File: config.mk
export PLATFORM = sky130hd
export DESIGN_NAME = word_serializer
export DESIGN_NICKNAME = d
export VERILOG_FILES = /design/src/rtl/word_serializer.sv
export SDC_FILE = /design/constraint.sdc
export NUM_CORES = 1
export LEC_CHECK = 0
export CORE_MARGIN = 5
export CORE_UTILIZATION = 40
export DETAILED_ROUTE_END_ITERATION = 10
export PLACE_DENSITY = 0.7
export SYNTH_ARGS = -nofsm -noshare
export SYNTH_HDL_FRONTEND = slang
export SYNTH_SLANG_ARGS = --single-unit
File: constraint.sdc
create_clock -name CLK -period 3.73 [get_ports CLK]
set_clock_uncertainty 0.1 [all_clocks]
set_input_delay 0.9325 -clock CLK [delete_from_list [all_inputs] [get_ports CLK]]
set_output_delay 0.9325 -clock CLK [all_outputs]
set_load 0.05 [all_outputs]
File: src/rtl/word_serializer.sv
// rtl/word_serializer.sv - 16-bit parallel-to-serial shifter with ready/valid serial output
// Per-word mode: MSB/LSB-first shift direction, zero or rotate fill.
module word_serializer (
  input  logic        CLK,
  input  logic        RST_N,
  input  logic [15:0] IN,
  input  logic [1:0]  SEL,
  input  logic        IN_VALID,
  output logic        IN_READY,
  output logic        SO,
  output logic        SO_VALID,
  input  logic        SO_READY,
  output logic        DONE,
  output logic [15:0] OUT
);

  typedef enum logic {
    S_IDLE  = 1'b0,
    S_SHIFT = 1'b1
  } state_t;

  state_t      state_q, state_d;
  logic [15:0] reg_q, reg_d;
  logic [1:0]  mode_q, mode_d;
  logic [3:0]  cnt_q, cnt_d;
  logic        done_q, done_d;
  logic        fill;

  always_ff @(posedge CLK) begin
    if (!RST_N) begin
      state_q <= S_IDLE;
      reg_q   <= 16'h0000;
      mode_q  <= 2'b00;
      cnt_q   <= 4'd0;
      done_q  <= 1'b0;
    end else begin
      state_q <= state_d;
      reg_q   <= reg_d;
      mode_q  <= mode_d;
      cnt_q   <= cnt_d;
      done_q  <= done_d;
    end
  end

  always_comb begin
    state_d = state_q;
    reg_d   = reg_q;
    mode_d  = mode_q;
    cnt_d   = cnt_q;
    done_d  = 1'b0;
    fill    = 1'b0;
    case (state_q)
      S_IDLE: begin
        if (IN_VALID) begin
          reg_d   = IN;
          mode_d  = SEL;
          cnt_d   = 4'd0;
          state_d = S_SHIFT;
        end
      end
      S_SHIFT: begin
        if (SO_READY) begin
          // Fill bit is the bit being shifted out when rotating, so 16 shifts restore the word.
          if (mode_q[0]) begin
            fill  = mode_q[1] & reg_q[0];
            reg_d = {fill, reg_q[15:1]};
          end else begin
            fill  = mode_q[1] & reg_q[15];
            reg_d = {reg_q[14:0], fill};
          end
          if (cnt_q == 4'd15) begin
            state_d = S_IDLE;
            cnt_d   = 4'd0;
            done_d  = 1'b1;
          end else begin
            cnt_d = cnt_q + 4'd1;
          end
        end
      end
      default: state_d = S_IDLE;
    endcase
  end

  assign IN_READY = (state_q == S_IDLE);
  assign SO_VALID = (state_q == S_SHIFT);
  assign SO       = SO_VALID & (mode_q[0] ? reg_q[0] : reg_q[15]);
  assign DONE     = done_q;
  assign OUT      = reg_q;

endmodule

# Word level (Yosys, flattened, before mapping)
# Index checks and enable logic that the tools add are counted.
word_totals:
  out_inout_bits: 20
  regBits: 24
  wordCells: 30
classes:
  muxes: 14
  reduce_logical: 3
  n_bitwise: 4
  n_eq_ne: 3
  addsub: 1
op_table:
  columns: ["op", "count"]
  rows:
  - ["16-bit two-way mux", 3]
  - ["16-bit one-hot mux with 2 select lines", 1]
  - ["4-bit two-way mux", 3]
  - ["4-bit one-hot mux with 2 select lines", 1]
  - ["1-bit two-way mux", 5]
  - ["4-bit by 1-bit adder with 4-bit output, second input constant", 1]
  - ["4-bit equality test, second input constant", 1]
  - ["2-bit != test, second input constant", 2]
  - ["2-bit AND reduction", 2]
  - ["1-bit AND", 3]
  - ["3-bit AND reduction", 1]
  - ["1-bit one-hot mux with 2 select lines", 1]
  - ["1-bit inverter", 1]

# Longest topological paths before layout
depth:
  ltp_word: 4
  depth_mapped: 5
  depth_no_buf: 4

# Worst setup path after synthesis
# No wires, ideal clock.
synth_timing:
  path_kind: "register to output"
  startpoint: "register state_q (netlist: SO_VALID)"
  endpoint: "output SO"
  t_arrival_ns: 2.123
  setup_slack_ns: 0.575
  path_stages_with_launch: 5
  required_time_ns: 2.697
  n_path_buf: 2
  path_cell_list: "dfxtp_1 -> buf_6 -> clkbuf_1 -> inv_1 -> nor2_1"
synth_between:
  elab_chain_len: 1
synth_rtl:
  columns: ["item", "line_no", "source"]
  rows:
  - ["start, declared", "22", "state_t state_q, state_d;"]
  - ["start signal, assigned", "37", "state_q <= state_d;"]
  - ["1-bit AND", "86", "assign SO = SO_VALID & (mode_q[0] ? reg_q[0] : reg_q[15]);"]
  - ["end, declared", "10", "output logic SO,"]
# Every way passes these cells.

# Final worst setup path
# Ends and elaborated chain as after synthesis.

==> run summary <==
The share of layout cells above drive strength 1 came out at 0.140. The run gives 1 as the total number of H-tree levels. The class of the worst hold path is register to register. On the critical path the largest part of the delay comes from buffers and inverters.

The number of synthesized register bits is 24, and the number of buffer and inverter stages on the critical path is 2. The number of setup buffers added after CTS is 0. The sequential fraction of the synthesis area came out at 0.389. After clock tree synthesis, the clock-pin slew on the worst setup and hold paths is 0.12 ns.

The count of buffers from port buffering was 41; the slew at the pin with the worst max-slew slack was 0.629 ns. The switching power as a share of total power was 0.346; the die outline area was 4300 µm². The clock sink count came out at 24.

The power share of the clock group was 0.179. For the maximum buffer depth of the clock tree, the log shows 2. The timing-limited maximum frequency was 331 MHz; the arrival time at the worst endpoint was 1.99 ns. Post-detailed-routing wire length: 3260 µm. Number of diodes: 0.

Fill cells in the final layout number 282. The share of total power in sequential cells was 0.484. Setup violations remaining at the end of the flow were counted as 0.

During synthesis, Yosys emitted a total of 0 warnings. For the final total negative setup slack, the log shows 0 ns. The kind of end point of the critical path was an output port.

Entering global routing, the biggest net connects 21 pins. The tools report the DRC marker count from the first detailed-route iteration as 48. After the last flow step, the layout net total stands at 197. The run gives 0.174 mV as the worst-case vdd ir drop. For the final core area utilization, the log shows 0.555. The flow ran to the end, and the final reports show no timing, DRC or antenna violations. The internal power of the cells totals 0.401 mW. The number of global-route vias before repair was 1133. The nature of the critical path startpoint is a register.

The floorplan has 20 rows. Via density per instance: 5.83. The tools report the remaining number of nets flagged by the antenna check after routing as 0.

Hold slack: 0.391 ns. The initial standard-cell utilization of the core is 0.412, and the highest cell delay on the worst timing path is 0.81 ns. When the netlist entered floorplanning its net count stood at 159.

Buffers inserted during clock tree synthesis total 3. For the worst setup path, the data required time is 2.70 ns. The static leakage power is 0.618 nW, and the number of unique standard cell types used by synthesis is 32.

42 I/O pins were placed. Timing analysis after detailed placement gives a worst setup slack of 1.02 ns. Net switching power figure: 0.212 mW. Walking the worst path, the cells encountered are inv_1 > nor2_1 > clkdlybuf4s50_1. The number of max-capacitance violations reported was 0. The critical path's slowest cell is sky130_fd_sc_hd__clkdlybuf4s50_1.

Dividing total power by cell area gives a power density of 368 nW/µm². Setup repair after global routing left no endpoint under its margin. The congestion estimate from routability-driven global placement came to 0.839. After floorplanning, the core was sized to cover 3000 µm². The logs give 0.337 for the portion of total power attributed to combinational logic and 0.30 ns for the later-pin clock latency in the skew report.

The logs give 4 for the number of iterations in the first detailed-routing pass and 5450 µm for the wire length of the first global-routing pass. The number of hold-repair buffers added at the cts stage is 0, and the detailed-route wire length per cell is 15.9 µm. The cell sitting at the root of the clock tree is a sky130_fd_sc_hd__clkbuf_4.

The height of the die was 65.6 µm; the HPWL reported at the end of detailed placement was 2320 µm. The layout overhead on the synthesized area is 34.8%, and the headroom to the max-slew limit is 0.573. The critical path start-end classification was register to output port.

The worst path needs 3.02 ns of the cycle, external delays included. The width of the die works out to 65.6 µm. The final hold violation count was 0. The number of pins with negative max-slew slack in the final report is 0.

Post-CTS repair changed the size of 0 cells. TritonCTS built the clock tree. The tools report the post-synthesis cell count as 136. The overall track demand over capacity in global routing was 0.157.

The logs give 0 for the initial antenna violation count and 0.712 ns for the worst setup margin. The average instance in the mapped netlist occupies 9.09 µm². The largest driver fanout on the critical path works out to 14. The via count of the routed design came out at 1196.

The tools report the number of remaining DRC errors as 0. The total congestion overflow after global routing is 0, and the portion of the clock cycle consumed by the worst path in the final layout is 0.809. The tools report the post-synthesis cell area as 1240 µm².
==> routing by layer <==
layer / track usage / wire length, µm
met5: 0 / 0
met4: 0.0363 / 12
met3: 0.0342 / 226
met2: 0.249 / 1470
met1: 0.218 / 1550
==> worst min-delay path, stage by stage, from the launching register on <==
cell	delay [ns]
sky130_fd_sc_hd__dfxtp_1	0.35
sky130_fd_sc_hd__nand2_1	0.06
sky130_fd_sc_hd__a21oi_1	0.05
==> final timing paths <==
| check | from | to | slack, ns | depth (start not counted) |
|---|---|---|---|---|
| hold / removal | cnt_q[1] | cnt_q[1] | 0.39 | 2 |
| setup reg to reg | SO_VALID | cnt_q[3] | 1.46 | 5 |
| hold reg to reg | cnt_q[1] | cnt_q[1] | 0.39 | 2 |
| setup / recovery | SO_VALID | SO | 0.71 | 3 |
==> logic make-up after synthesis <==
kind of cell / share of synthesized area
multiplexers: 0.175
buffers and inverters: 0.0597
adder cells (fa/ha/maj): 0.0101
flip-flops: 0.389
AO/OA/AOI/OAI: 0.228
AND/OR/NAND/NOR: 0.139
==> layout by cell type, fill, tap and decap left out, types with 2 or more instances in the layout <==
cell type / netlist / routed
sky130_fd_sc_hd__nand2_1: 7 / 7
sky130_fd_sc_hd__o21ai_1: 4 / 4
sky130_fd_sc_hd__mux2i_1: 3 / 3
sky130_fd_sc_hd__and3_1: 2 / 2
sky130_fd_sc_hd__nor2_1: 18 / 18
sky130_fd_sc_hd__clkdlybuf4s50_1: 0 / 41
sky130_fd_sc_hd__dfxtp_1: 24 / 24
sky130_fd_sc_hd__mux2_2: 14 / 14
sky130_fd_sc_hd__a221oi_1: 14 / 14
sky130_fd_sc_hd__buf_4: 1 / 3
sky130_fd_sc_hd__o21ai_0: 13 / 13
sky130_fd_sc_hd__nand3_1: 3 / 3
sky130_fd_sc_hd__a21oi_1: 5 / 5
sky130_fd_sc_hd__clkbuf_4: 0 / 3
sky130_fd_sc_hd__inv_1: 2 / 2
==> sequential cells by signal, indices dropped and copies added, names as in the netlist <==
| signal | cells |
|---|---|
| OUT | 16 |
| SO_VALID | 1 |
| cnt_q | 4 |
| mode_q | 2 |
| DONE | 1 |
==> stage by stage <==
step | instances | cell area [µm²] | total power, mW
after floorplan | 136 | 1240 | 0.435
after global placement | 202 | 1640 | 0.507
after detailed placement | 202 | 1640 | 0.509
after CTS | 205 | 1670 | 0.618
after global routing | 205 | 1670 | 0.650
final | 205 | 1670 | 0.613
==> final cells by class <==
type	count	area, µm²	share of cell area
multi-input cells	99	682	0.409
well taps	33	41.3	0.0248
flip-flops and latches	24	480	0.288
repair buffers	44	433	0.260
clock buffers	3	22.5	0.0135
inverters	2	7.51	0.00450
==> power by group through the flow <==
stage               sequential [mW]  combinational [mW]  clock [mW]
floorplan                     0.354              0.0816           0
global placement              0.302               0.205           0
detailed placement            0.302               0.206           0
CTS                           0.297               0.207       0.114
global route                  0.302               0.219       0.129
finish                        0.297               0.207       0.110
==> synth_stat cells (all sizes together) <==
cell,count,share of area
dfxtp,24,0.39
nor2,18,0.055
o21ai,17,0.069
mux2,15,0.14
a221oi,14,0.099
buf,8,0.045
nand2,8,0.026
a21oi,5,0.020
mux2i,4,0.035
clkbuf,3,0.0091
nand3,3,0.012
and3,2,0.010
inv,2,0.0061
a311o,1,0.0081
a311oi,1,0.012
a31o,1,0.0071
a31oi,1,0.0051
and2,1,0.0051
ha,1,0.010
nand2b,1,0.0051
nand3b,1,0.0061
nand4,1,0.0051
nor2b,1,0.0051
nor3,1,0.0040
o41ai,1,0.0071
or3,1,0.0051
Power figures use the tool's default switching activity.
